**config.mk**
```make
export PLATFORM = sky130hd
export DESIGN_NAME = rx_ring_ram_flat
export DESIGN_NICKNAME = d
export VERILOG_FILES = /design/src/rtl/rx_ring_pkg.sv /design/src/rtl/rx_ring_ram_if.sv /design/src/rtl/rx_ring_lane.sv /design/src/rtl/rx_ring_ram.sv /design/src/flat_wrapper.sv
export SDC_FILE = /design/constraint.sdc
export NUM_CORES = 1
export LEC_CHECK = 0
export CAP_MARGIN = 10
export CELL_PAD_IN_SITES_DETAIL_PLACEMENT = 1
export CELL_PAD_IN_SITES_GLOBAL_PLACEMENT = 1
export CORE_UTILIZATION = 52
export CTS_BUF_LIST = sky130_fd_sc_hd__clkbuf_4
export CTS_CLUSTER_DIAMETER = 200
export CTS_CLUSTER_SIZE = 12
export DETAILED_ROUTE_END_ITERATION = 16
export GPL_TIMING_DRIVEN = 0
export MAX_ROUTING_LAYER = met4
export PLACE_DENSITY = 0.75
export RECOVER_POWER = 50
export SETUP_SLACK_MARGIN = 0.4
export SYNTH_ARGS = -nofsm -noshare
export SYNTH_HDL_FRONTEND = slang
export SYNTH_SLANG_ARGS = --single-unit
```
**constraint.sdc**
```tcl
create_clock -name clk -period 1.7 [get_ports clk]
set_input_delay 0.17 -clock clk [delete_from_list [all_inputs] [get_ports clk]]
set_output_delay 0.17 -clock clk [all_outputs]
set_load 0.1 [all_outputs]
```
**src/rtl/rx_ring_pkg.sv**
```systemverilog
// rtl/rx_ring_pkg.sv - shared widths and types for the receive ring RAM
package rx_ring_pkg;

  localparam int RX_RING_ADDR_WIDTH = 5;
  localparam int RX_RING_DATA_WIDTH = 48;
  localparam int RX_RING_BE_WIDTH   = 6;
  localparam int RX_RING_BYTE_SIZE  = 8;

  typedef logic [RX_RING_ADDR_WIDTH-1:0] rx_ring_addr_t;
  typedef logic [RX_RING_DATA_WIDTH-1:0] rx_ring_word_t;

endpackage

```
**src/rtl/rx_ring_ram_if.sv**
```systemverilog
// rtl/rx_ring_ram_if.sv - write/read port bundle of the receive ring RAM
interface rx_ring_ram_if
  import rx_ring_pkg::*;
#(
  parameter int ADDR_WIDTH = RX_RING_ADDR_WIDTH,
  parameter int DATA_WIDTH = RX_RING_DATA_WIDTH,
  parameter int BE_WIDTH   = RX_RING_BE_WIDTH
);

  logic                  wr_en;
  logic [ADDR_WIDTH-1:0] wr_addr;
  logic [DATA_WIDTH-1:0] wr_data;
  logic [BE_WIDTH-1:0]   wr_byte_en;
  logic [ADDR_WIDTH-1:0] rd_addr;
  logic [DATA_WIDTH-1:0] rd_data;

  modport master (
    output wr_en, wr_addr, wr_data, wr_byte_en, rd_addr,
    input  rd_data
  );

  modport slave (
    input  wr_en, wr_addr, wr_data, wr_byte_en, rd_addr,
    output rd_data
  );

endinterface

```
**src/rtl/rx_ring_lane.sv**
```systemverilog
// rtl/rx_ring_lane.sv - one byte-wide slice of the ring array
// Read is combinational here; the top-level read register makes it read-first.
module rx_ring_lane #(
  parameter int ADDR_WIDTH = 5,
  parameter int BYTE_SIZE  = 8
) (
  input  logic                  clk_i,
  input  logic                  we_i,
  input  logic [ADDR_WIDTH-1:0] waddr_i,
  input  logic [BYTE_SIZE-1:0]  wdata_i,
  input  logic [ADDR_WIDTH-1:0] raddr_i,
  output logic [BYTE_SIZE-1:0]  rdata_o
);

  localparam int DEPTH = 1 << ADDR_WIDTH;

  logic [BYTE_SIZE-1:0] mem_q [DEPTH];

  always_ff @(posedge clk_i) begin
    if (we_i) begin
      mem_q[waddr_i] <= wdata_i;
    end
  end

  assign rdata_o = mem_q[raddr_i];

endmodule

```
**src/rtl/rx_ring_ram.sv**
```systemverilog
// rtl/rx_ring_ram.sv - 32x48 simple-dual-port receive ring RAM with byte enables
// Reset clears only the read pipeline; the array and writes are unaffected by rst.
module rx_ring_ram
  import rx_ring_pkg::*;
#(
  parameter int ADDR_WIDTH = RX_RING_ADDR_WIDTH,
  parameter int DATA_WIDTH = RX_RING_DATA_WIDTH,
  parameter int BE_WIDTH   = RX_RING_BE_WIDTH,
  parameter int BYTE_SIZE  = RX_RING_BYTE_SIZE,
  parameter int OUTPUT_REG = 0
) (
  input logic          clk,
  input logic          rst,
  rx_ring_ram_if.slave bus
);

  logic [DATA_WIDTH-1:0] rd_word;
  logic [DATA_WIDTH-1:0] rd_stage1_d;
  logic [DATA_WIDTH-1:0] rd_stage1_q;

  for (genvar g = 0; g < BE_WIDTH; g++) begin : g_lane
    rx_ring_lane #(
      .ADDR_WIDTH (ADDR_WIDTH),
      .BYTE_SIZE  (BYTE_SIZE)
    ) u_lane (
      .clk_i   (clk),
      .we_i    (bus.wr_en & bus.wr_byte_en[g]),
      .waddr_i (bus.wr_addr),
      .wdata_i (bus.wr_data[g*BYTE_SIZE +: BYTE_SIZE]),
      .raddr_i (bus.rd_addr),
      .rdata_o (rd_word[g*BYTE_SIZE +: BYTE_SIZE])
    );
  end

  always_comb begin
    rd_stage1_d = rd_word;
  end

  always_ff @(posedge clk) begin
    if (rst) begin
      rd_stage1_q <= '0;
    end else begin
      rd_stage1_q <= rd_stage1_d;
    end
  end

  if (OUTPUT_REG != 0) begin : g_out_reg
    logic [DATA_WIDTH-1:0] rd_stage2_d;
    logic [DATA_WIDTH-1:0] rd_stage2_q;

    always_comb begin
      rd_stage2_d = rd_stage1_q;
    end

    always_ff @(posedge clk) begin
      if (rst) begin
        rd_stage2_q <= '0;
      end else begin
        rd_stage2_q <= rd_stage2_d;
      end
    end

    assign bus.rd_data = rd_stage2_q;
  end else begin : g_no_out_reg
    assign bus.rd_data = rd_stage1_q;
  end

endmodule

```
**src/flat_wrapper.sv**
```systemverilog
// flat-port wrapper written by rule: the top's interface ports become plain ports
module rx_ring_ram_flat import rx_ring_pkg::*;
#(
  parameter int ADDR_WIDTH = RX_RING_ADDR_WIDTH,
  parameter int DATA_WIDTH = RX_RING_DATA_WIDTH,
  parameter int BE_WIDTH   = RX_RING_BE_WIDTH,
  parameter int BYTE_SIZE  = RX_RING_BYTE_SIZE,
  parameter int OUTPUT_REG = 0
)
  (clk, rst, bus_wr_en, bus_wr_addr, bus_wr_data, bus_wr_byte_en, bus_rd_addr, bus_rd_data);
  rx_ring_ram_if #(.ADDR_WIDTH(ADDR_WIDTH), .DATA_WIDTH(DATA_WIDTH), .BE_WIDTH(BE_WIDTH)) bus_i ();
  input logic clk;
  input logic rst;
  input wire logic [$bits(bus_i.wr_en)-1:0] bus_wr_en;
  input wire logic [$bits(bus_i.wr_addr)-1:0] bus_wr_addr;
  input wire logic [$bits(bus_i.wr_data)-1:0] bus_wr_data;
  input wire logic [$bits(bus_i.wr_byte_en)-1:0] bus_wr_byte_en;
  input wire logic [$bits(bus_i.rd_addr)-1:0] bus_rd_addr;
  output wire logic [$bits(bus_i.rd_data)-1:0] bus_rd_data;
  assign bus_i.wr_en = bus_wr_en;
  assign bus_i.wr_addr = bus_wr_addr;
  assign bus_i.wr_data = bus_wr_data;
  assign bus_i.wr_byte_en = bus_wr_byte_en;
  assign bus_i.rd_addr = bus_rd_addr;
  assign bus_rd_data = bus_i.rd_data;
  rx_ring_ram #(.ADDR_WIDTH(ADDR_WIDTH), .DATA_WIDTH(DATA_WIDTH), .BE_WIDTH(BE_WIDTH), .BYTE_SIZE(BYTE_SIZE), .OUTPUT_REG(OUTPUT_REG)) u_core (.clk(clk), .rst(rst), .bus(bus_i));
endmodule
```
[Word level (Yosys, flattened, before mapping)]
Memories as Yosys holds them, arrays and structs flattened. A register that Yosys moved wholly into a read port is not among the register bits.
Cells that the tools add are included.
Word-level totals
  word-level logic and storage cells: 24
  RAM bits: 1536
  register bits after elaboration: 0
  memories: 6
  input bits: 67
Cells by class
  bitwise gates (word level): 6
  multiplexer cells: 12
Memories
  u_core.g_lane[0].u_lane.mem_q: depth 32, bits a word 8, read ports 1, clocked after memory_dff 1, wr ports 1, RTL line rx_ring_lane.sv:17  | logic [BYTE_SIZE-1:0] mem_q [DEPTH];
  u_core.g_lane[1].u_lane.mem_q: depth 32, bits a word 8, read ports 1, clocked after memory_dff 1, wr ports 1, RTL line rx_ring_lane.sv:17
  u_core.g_lane[2].u_lane.mem_q: depth 32, bits a word 8, read ports 1, clocked after memory_dff 1, wr ports 1, RTL line rx_ring_lane.sv:17
  u_core.g_lane[3].u_lane.mem_q: depth 32, bits a word 8, read ports 1, clocked after memory_dff 1, wr ports 1, RTL line rx_ring_lane.sv:17
  u_core.g_lane[4].u_lane.mem_q: depth 32, bits a word 8, read ports 1, clocked after memory_dff 1, wr ports 1, RTL line rx_ring_lane.sv:17
  u_core.g_lane[5].u_lane.mem_q: depth 32, bits a word 8, read ports 1, clocked after memory_dff 1, wr ports 1, RTL line rx_ring_lane.sv:17
Operators with widths (number)
  1-bit two-way mux: 12
  1-bit AND: 6

[Longest topological paths before layout]
Gate-level depths: netlist (run 1).
  word-level depth: 3
  mapped depth: 9
  mapped depth without buffers: 4

[By module]
A second synthesis (run 1) with hierarchy kept.
Unflattened totals
  cells, all modules: 2561
  area total of the unflattened synthesis: 60702.0 um^2
Modules (own cells, without submodules)
  rx_ring_lane: cells each 409, seq. area each 7687.4 um^2, instances 6, area an instance 9893.2 um^2
  rx_ring_ram: cells each 107, seq. area each 960.9 um^2, instances 1, area an instance 1342.5 um^2

[Least setup slack after synthesis (run 1)]
Ideal clock, no wire load.
  kind: input-to-reg
  start: input port bus_rd_addr[0]
  end: register u_core.rd_stage1_q[20], in the netlist u_core.bus.rd_data[20] (read register of u_core.g_lane[2].u_lane.mem_q)
  stages: 7
  required time: 1.564 ns
  setup slack: 0.026 ns
  data arrival time: 1.537 ns
  cell sequence: buf_6 > buf_8 > buf_6 > buf_6 > mux4_1 > a22oi_1 > a31oi_1
RTL lines
  from (decl): RTL line flat_wrapper.sv:18  | input wire logic [$bits(bus_i.rd_addr)-1:0] bus_rd_addr;
  to (decl): RTL line rx_ring_ram.sv:19  | logic [DATA_WIDTH-1:0] rd_stage1_q;

[Worst setup path after layout (run 1)]
  start: register u_core.rd_stage1_q[8], in the netlist u_core.bus.rd_data[8] (read register of u_core.g_lane[1].u_lane.mem_q)
  end: output port bus_rd_data[8]
RTL lines
  to (decl): RTL line flat_wrapper.sv:19  | output wire logic [$bits(bus_i.rd_data)-1:0] bus_rd_data;
No word-level cell between the ends.

==> metrics.md, run 1 <==
| Metric | Value |
|---|---|
| Status | finished with violations |
| Failing checks | negative hold slack, negative setup slack |
| CTS Sinks | 1584 |
| Sw Pwr | 0.0166 W |
| Sequential cell area fraction in the yosys report | 0.779 |
| VDD IR max | 0.706 mV |
| Fmax | roughly 0.53 GHz |
| Power Density | 976 nW/um^2 |
| Final core utilization | 0.606 |
| WL/cell | between 30 and 40 um |
| Setup violation total in the final timing report | 229 |
| Synth unique cells | 28 |
| CP bufs+invs | 1 |
| Area of the mapped netlist | 60400 um^2 |
| Residual DRC | 0 |
| # rows | 124 |
| Maximum fanout along the worst path | 1 |
| Routed Antenna Nets | 0 |
| Largest net degree at the start of global routing | 33 |
| DRT iter0 DRCs | 4638 |
| Setup TNS | -15.61 ns |
| Clk root buf | clkbuf_4 |
| CTS tree | done |
| GR peak layer | met2 |
| First-pass GRT wire length | roughly 250000 um |
| Setup Skew | 0.0855 ns |
| Met2 usage | 0.477 |
| Synth Instances | 2780 |
| GR Util met1 | 0.433 |
| Max Slew Vio Count | 0 |
| Vias | 32050 |
| Unrepaired setup endpoints after global routing | yes |
| Synth Register Bits | 1584 |
| Hold/Removal Path Class | input port to flip-flop |
| WHS | -0.00703 ns |
| Synth async-reset ratio | 0 |
| Clk slew on worst S/H paths | 0.15 ns |
| Top-Level Pins | 115 |
| Crit start category | flip-flop |
| Gate power share | 0.094 |
| Core area | between 100000 and 150000 um^2 |
| CP delay by family, top | flip-flops |
| Detailed Routing Iterations Pass 1 | 7 |
| Share of power burned in registers | 0.637 |
| M3 GR Usage | 0.0771 |
| Crit. End Element | output pin |
| Total CTS buffers | 149 |
| Die X | around 340 um |
| Fill count | around 9400 |
| CP required | 1.53 ns |
| Die ar. | ~120000 um^2 |
| Vias per Instance | ~6.8 |
| Final GP Congestion | 0.885 |
| Slew @ Worst Pin | roughly 1.4 ns |
| Tcrit/Tclk final | 1.11 |
| Fin cells | 4720 |
| Number of port buffers | 110 |
| Total power | 0.0679 W |
| Synth Flop Type | edfxtp_1 |
| Nets | 3199 |
| Max clock buf depth | 3 |
| Initial Util | 0.526 |
| H-tree lvl count | 4 |
| Placed Cells | 4404 |
| Synth-to-Final Area Change | 15.2% |
| Sw Ratio | 0.245 |
| WS Path Type | flip-flop to output pin |
| Crit path setup slack, layout | -0.183 ns |
| Die height | 343 um |
| Layout cell share with drive strength beyond 1 | 0.363 |
| Relative slew margins | 0.0626 |
| Leakage | 21.5 nW |
| Syn nets | ~2800 |
| Fin. Hold Viols | 2 |
| Crit path cell chain | buf_12 |
| Syn avg cell area | 21.7 um^2 |
| Crit-path slowest cell | dfxtp_2 |
| Clock power share | 0.269 |
| Slowest stage delay, CP | 0.38 ns |
| Total Routing Usage GR | 0.323 |
| Hpwl dp | 117000 um |
| Initial antenna violation count | 7 |
| Clock Latency Late Sink | 1.16 ns |
| Total wire length | 185000 um |
| Vias in the first global route | roughly 33000 |
| Max_cap viols | 0 |
| EDFF count, synth | 1536 |
| Total gr overflow | 0 |
| Synth Warn # | 0 |
| Worst Path Arrival | roughly 1.7 ns |
| Post-layout min period | 1.88 ns |
| Internal power | 0.0513 W |
==> sequential cells by signal, indices dropped and copies added (netlist names) <==
name	cells
u_core.g_lane.u_lane.mem_q	1536
u_core.bus.rd_data	48
==> placed cells by master, fill, tap and decap left out, types with 23 or more instances in the layout <==
cell,n
clkbuf_4,217
mux4_2,336
buf_12,86
clkbuf_2,25
nor2_4,188
a221o_1,48
nand2_1,24
a221oi_1,37
a22oi_1,33
dfxtp_2,48
o21ai_0,34
clkbuf_1,47
buf_4,37
buf_6,24
dlygate4sd3_1,72
a31oi_4,23
buf_2,32
edfxtp_1,1536
mux2i_1,152
nand2_4,25
==> routing by layer <==
metal  routed length [um]  up-vias
li1                     -    12372
met1                69100    16987
met2                86700     2292
met3                20800      399
met4                 8280        0
met5                    0        -
==> worst paths after layout <==
check,startpoint,end,slack [ns],depth (start not counted)
setup / recovery,u_core.bus.rd_data[8],bus_rd_data[8],-0.18,1
hold reg to reg,u_core.g_lane[5].u_lane.mem_q[30][1],u_core.bus.rd_data[41],0.83,3
hold / removal,bus_wr_data[40],u_core.g_lane[5].u_lane.mem_q[31][0],-0.007,1
setup reg to reg,u_core.g_lane[2].u_lane.mem_q[1][4],u_core.bus.rd_data[20],-0.08,4
==> power by group through the flow <==
stage | Clock (W) | Sequential, W | Combinational (W)
global route | 0.0193 | 0.0433 | 0.00647
floorplan | 0 | 0.0448 | 0.00232
CTS | 0.0182 | 0.0433 | 0.00610
finish | 0.0183 | 0.0433 | 0.00636
detailed placement | 0 | 0.0441 | 0.00546
global placement | 0 | 0.0441 | 0.00525
==> what timing repair did <==
item                                   4_1_cts  5_1_grt
endpoints found under the hold margin      102      124
gates cloned                                 0        0
pin swaps                                   36       66
hold buffers                                 7       16
setup buffers                               11       33
setup endpoints to repair                 1632     1384
resized for setup                          782       79
==> cell families after synthesis <==
family | Yosys count | share of synthesized area
AO/OA/AOI/OAI | 231 | 0.0291
buffers and inverters | 168 | 0.0165
flip-flops | 1584 | 0.779
multiplexers | 528 | 0.158
AND/OR/NAND/NOR | 269 | 0.0175
==> through the flow <==
stage / setup WS, ns / cell area (um^2)
2_1_floorplan: 0.103 / 61500
3_3_place_gp: -2.38 / 64500
3_5_place_dp: -2.40 / 64500
4_1_cts: -0.295 / 68400
5_1_grt: -0.256 / 69600
6_report: -0.183 / 69600
==> synth_stat cells, types with 9 or more instances <==
library cell	count	area, um^2
edfxtp_1	1536	46100
mux4_2	322	7250
nor2_1	198	743
mux2i_1	192	1920
clkbuf_1	60	225
nand2_1	57	214
a221o_1	48	480
a22oi_1	48	360
a31oi_1	48	300
dfxtp_1	48	961
a221oi_1	39	342
o21ai_0	39	195
buf_2	33	165
buf_6	28	315
buf_4	21	158
buf_1	20	75.1
mux4_1	14	368
o2111ai_1	9	78.8
==> area by class of cell <==
| type | instances | area (um^2) | share of cell area |
|---|---|---|---|
| Sequential cell | 1584 | 47100 | 0.677 |
| Multi-Input combinational cell | 1028 | 14900 | 0.214 |
| Timing Repair Buffer | 201 | 2680 | 0.0385 |
| Tap cell | 1512 | 1890 | 0.0272 |
| Clock buffer | 208 | 1560 | 0.0224 |
| Buffer | 167 | 1280 | 0.0184 |
| Clock inverter | 14 | 153 | 0.00219 |
| Antenna cell | 5 | 12.5 | 0.000180 |
| Inverter | 1 | 6.26 | 0.0000899 |
Note: power is estimated with default switching activity, not from simulation.
==> inputs of run 2 (changes only) <==
--- a/config.mk
+++ b/config.mk
@@ -8,14 +8,14 @@
 export CAP_MARGIN = 10
 export CELL_PAD_IN_SITES_DETAIL_PLACEMENT = 1
 export CELL_PAD_IN_SITES_GLOBAL_PLACEMENT = 1
-export CORE_UTILIZATION = 52
+export CORE_UTILIZATION = 50
 export CTS_BUF_LIST = sky130_fd_sc_hd__clkbuf_4
 export CTS_CLUSTER_DIAMETER = 200
 export CTS_CLUSTER_SIZE = 12
 export DETAILED_ROUTE_END_ITERATION = 16
 export GPL_TIMING_DRIVEN = 0
 export MAX_ROUTING_LAYER = met4
-export PLACE_DENSITY = 0.75
+export PLACE_DENSITY = 0.73
 export RECOVER_POWER = 50
 export SETUP_SLACK_MARGIN = 0.4
 export SYNTH_ARGS = -nofsm -noshare
==> run 2 against run 1 <==
  * The run still ends with negative hold slack, negative setup slack left
  * Die area grew 4.0%
  * Utilization shrank 2.2 points
  * Sequential share of layout area fell by 0.39 points
  * Critical endpoint is now bus_rd_data[10]
  * Clock skew shrank 0.011 ns
  * First-iteration DRC count is 5.8% lower
  * Combinational power is essentially flat
  * Register-to-register slack improved by 0.02 ns
  * Fmax is 2.8% lower
  * Design area rose by 0.58%
  * Highest routed layer unchanged
  * Power rose by 0.96%
  * Global-route usage down 1.3 points
  * Count of clock-buffer cells in the layout is 20 higher
==> metrics.md, run 2 (synthesized netlist as in run 1, its figures left out) <==
| Metric | Value |
|---|---|
| Fill count | 10070 (+7.2%) |
| Post-layout min period | 1.94 ns (+0.0537 ns) |
| Status | finished with violations |
| Internal power | 0.0521 W (+1.5%) |
| Sw Ratio | 0.241 (-0.00384) |
| Fmax | 0.516 GHz (-2.8%) |
| H-tree lvl count | 4 (unchanged) |
| Routed Antenna Nets | 0 (unchanged) |
| Largest register FFs | 1536 (unchanged) |
| Crit start category | flip-flop |
| CTS Sinks | 1584 (unchanged) |
| Most frequent cells in the layout | 1536 x edfxtp_1, 335 x mux4_2, 240 x clkbuf_4, 189 x nor2_4, 153 x mux2i_1 |
| Total power | 0.0686 W (+0.96%) |
| Crit path cell chain | buf_12 |
| Tcrit/Tclk final | 1.14 (+0.0316) |
| Initial antenna violation count | 10 (+3) |
| Share of power burned in registers | 0.631 (-0.006) |
| Setup Skew | 0.0741 ns (-0.0114 ns) |
| Power Density | 980 nW/um^2 (+0.37%) |
| Max clock buf depth | 3 (unchanged) |
| DRT iter0 DRCs | 4369 (-5.8%) |
| Die X | 350 um (+2.0%) |
| Crit-path slowest cell | dfxtp_4 |
| Slew @ Worst Pin | 1.41 ns (+0.00360 ns) |
| Fin. Hold Viols | 4 (+2) |
| Synth-to-Final Area Change | 15.8% |
| CP delay by family, top | flip-flops |
| Total gr overflow | 0 (unchanged) |
| Clk slew on worst S/H paths | 0.14 ns (about the same) |
| Nets | 3204 (+0.16%) |
| Clk root buf | clkbuf_4 |
| Total CTS buffers | 149 (unchanged) |
| CP required | 1.53 ns (about the same) |
| Final core utilization | 0.584 (-0.0219) |
| Initial Util | 0.504 (-0.0220) |
| Max Slew Vio Count | 0 (unchanged) |
| Die ar. | 122000 um^2 (+4.0%) |
| Failing checks | negative hold slack, negative setup slack |
| Highest Signal Layer | met4 |
| Most common cell after layout, fill and taps aside | edfxtp_1 |
| Hpwl dp | 118000 um (+0.56%) |
| Maximum fanout along the worst path | 1 (unchanged) |
| Core area | 120000 um^2 (+4.4%) |
| Crit. End Element | output pin |
| Number of port buffers | 110 (unchanged) |
| Met1 wire length | 70600 um (+2.1%) |
| Max_cap viols | 0 (unchanged) |
| WL met3 | 17400 um (-16%) |
| CP bufs+invs | 1 (unchanged) |
| Total Routing Usage GR | 0.309 (-0.0134) |
| First-pass GRT wire length | 250000 um (-0.75%) |
| Vias in the first global route | 32193 (-1.1%) |
| DP Area | 64700 um^2 (+0.30%) |
| Unrepaired setup endpoints after global routing | yes |
| Slowest stage delay, CP | 0.42 ns (+0.04 ns) |
| Relative slew margins | 0.0602 (-0.00240) |
| Leakage | 21.7 nW (+0.95%) |
| FF-to-FF setup slack | -0.06 ns (+0.02 ns) |
| Sw Pwr | 0.0165 W (-0.63%) |
| WHS | -0.0162 ns (-0.00917 ns) |
| Residual DRC | 0 (unchanged) |
| # rows | 127 (+2.4%) |
| Finished Cell Area | 70000 um^2 (+0.58%) |
| Clock power share | 0.276 (+0.007) |
| CTS tree | done |
| Worst Path Arrival | 1.77 ns (+0.06 ns) |
| Final GP Congestion | 0.871 (-1.5%) |
| Gate power share | 0.092 (-0.002) |
| Hold/Removal Path Class | input port to flip-flop |
| Detailed Routing Iterations Pass 1 | 6 (-1) |
| Vias | 31921 (-0.40%) |
| Setup violation total in the final timing report | 174 (-24%) |
| WS Path Type | flip-flop to output pin |
| Biggest register | u_core.g_lane.u_lane.mem_q |
| Die height | 350 um (+2.0%) |
| WL/cell | 37.9 um (-3.1%) |
| Top-Level Pins | 115 (unchanged) |
| VDD IR max | 0.758 mV (+7.4%) |
| Layout cell share with drive strength beyond 1 | 0.370 (+0.00697) |
| WL met2 | 87600 um (+1.1%) |
| Vias per Instance | 6.60 (-2.8%) |
| Clock Latency Late Sink | 1.19 ns (+0.03 ns) |
| Total wire length | 184000 um (-0.71%) |
| Largest net degree at the start of global routing | 33 (unchanged) |
| Crit path setup slack, layout | -0.237 ns (-0.0537 ns) |
[run 2: cell types whose count changed in the layout (fill, tap and decap cells not counted), sizes merged]
cell | previous run | this run
dlymetal6s4s | 3 | 5
clkdlybuf4s18 | 0 | 1
inv | 7 | 2
clkinv | 2 | 0
buf | 193 | 200
dlygate4sd2 | 1 | 3
dlymetal6s2s | 3 | 1
bufinv | 3 | 5
clkdlybuf4s15 | 6 | 4
dlygate4sd3 | 72 | 65
clkbuf | 290 | 314
clkinvlp | 3 | 1
[run 2: final timing paths]
path	startpoint	endpoint	cells after the start
min reg2reg	u_core.g_lane[0].u_lane.mem_q[16][5]	u_core.bus.rd_data[5]	4
max	u_core.bus.rd_data[10]	bus_rd_data[10]	1
max reg2reg	u_core.g_lane[2].u_lane.mem_q[12][4]	u_core.bus.rd_data[20]	4
min	bus_wr_data[33]	u_core.g_lane[4].u_lane.mem_q[3][1]	1
[run 2: cell type report]
cell class              instances  area [um^2]  area share
well taps                    1612         2020      0.0288
flip-flops and latches       1584        47100       0.673
diodes                          5         12.5    0.000179
multi-input cells            1028        14900       0.212
clock inverters                 7          161     0.00231
plain buffers                 167         1260      0.0180
clock buffers                 228         1710      0.0244
inverters                       1         3.75   0.0000536
repair buffers                206         2830      0.0404
[run 2: metal layers]
metal / vias to the layer above / GRT usage
met2: 2028 / 0.467
met4: 0 / 0.129
met1: 17152 / 0.416
met3: 354 / 0.0592
li1: 12387 / -
met5: - / -
[run 2: through the flow]
stage | setup WS (ns) | hold WS, ns | TNS [ns] | std cells
2_1_floorplan | 0.103 | 0.269 | 0 | 2780
3_3_place_gp | -2.40 | 0.797 | -1909.40 | 4502
3_5_place_dp | -2.44 | 0.787 | -2191.28 | 4507
4_1_cts | -0.343 | 0.00240 | -12.32 | 4756
5_1_grt | -0.275 | -0.0159 | -13.04 | 4837
6_report | -0.237 | -0.0162 | -14.67 | 4838
[run 2: power by group through the flow]
stage / sequential [W] / clock [W] / combinational [W]
floorplan: 0.0448 / 0 / 0.00232
global placement: 0.0441 / 0 / 0.00528
detailed placement: 0.0441 / 0 / 0.00549
CTS: 0.0433 / 0.0190 / 0.00610
global route: 0.0433 / 0.0202 / 0.00646
finish: 0.0433 / 0.0189 / 0.00634
[run 2: repair_timing]
item / in CTS / in global routing
hold endpoints to repair: 23 / 102
endpoints found under the setup margin: 1624 / 1015
buffers inserted: 12 / 41
pin swaps: 55 / 72
resized for setup: 752 / 112
hold buffers: 2 / 14
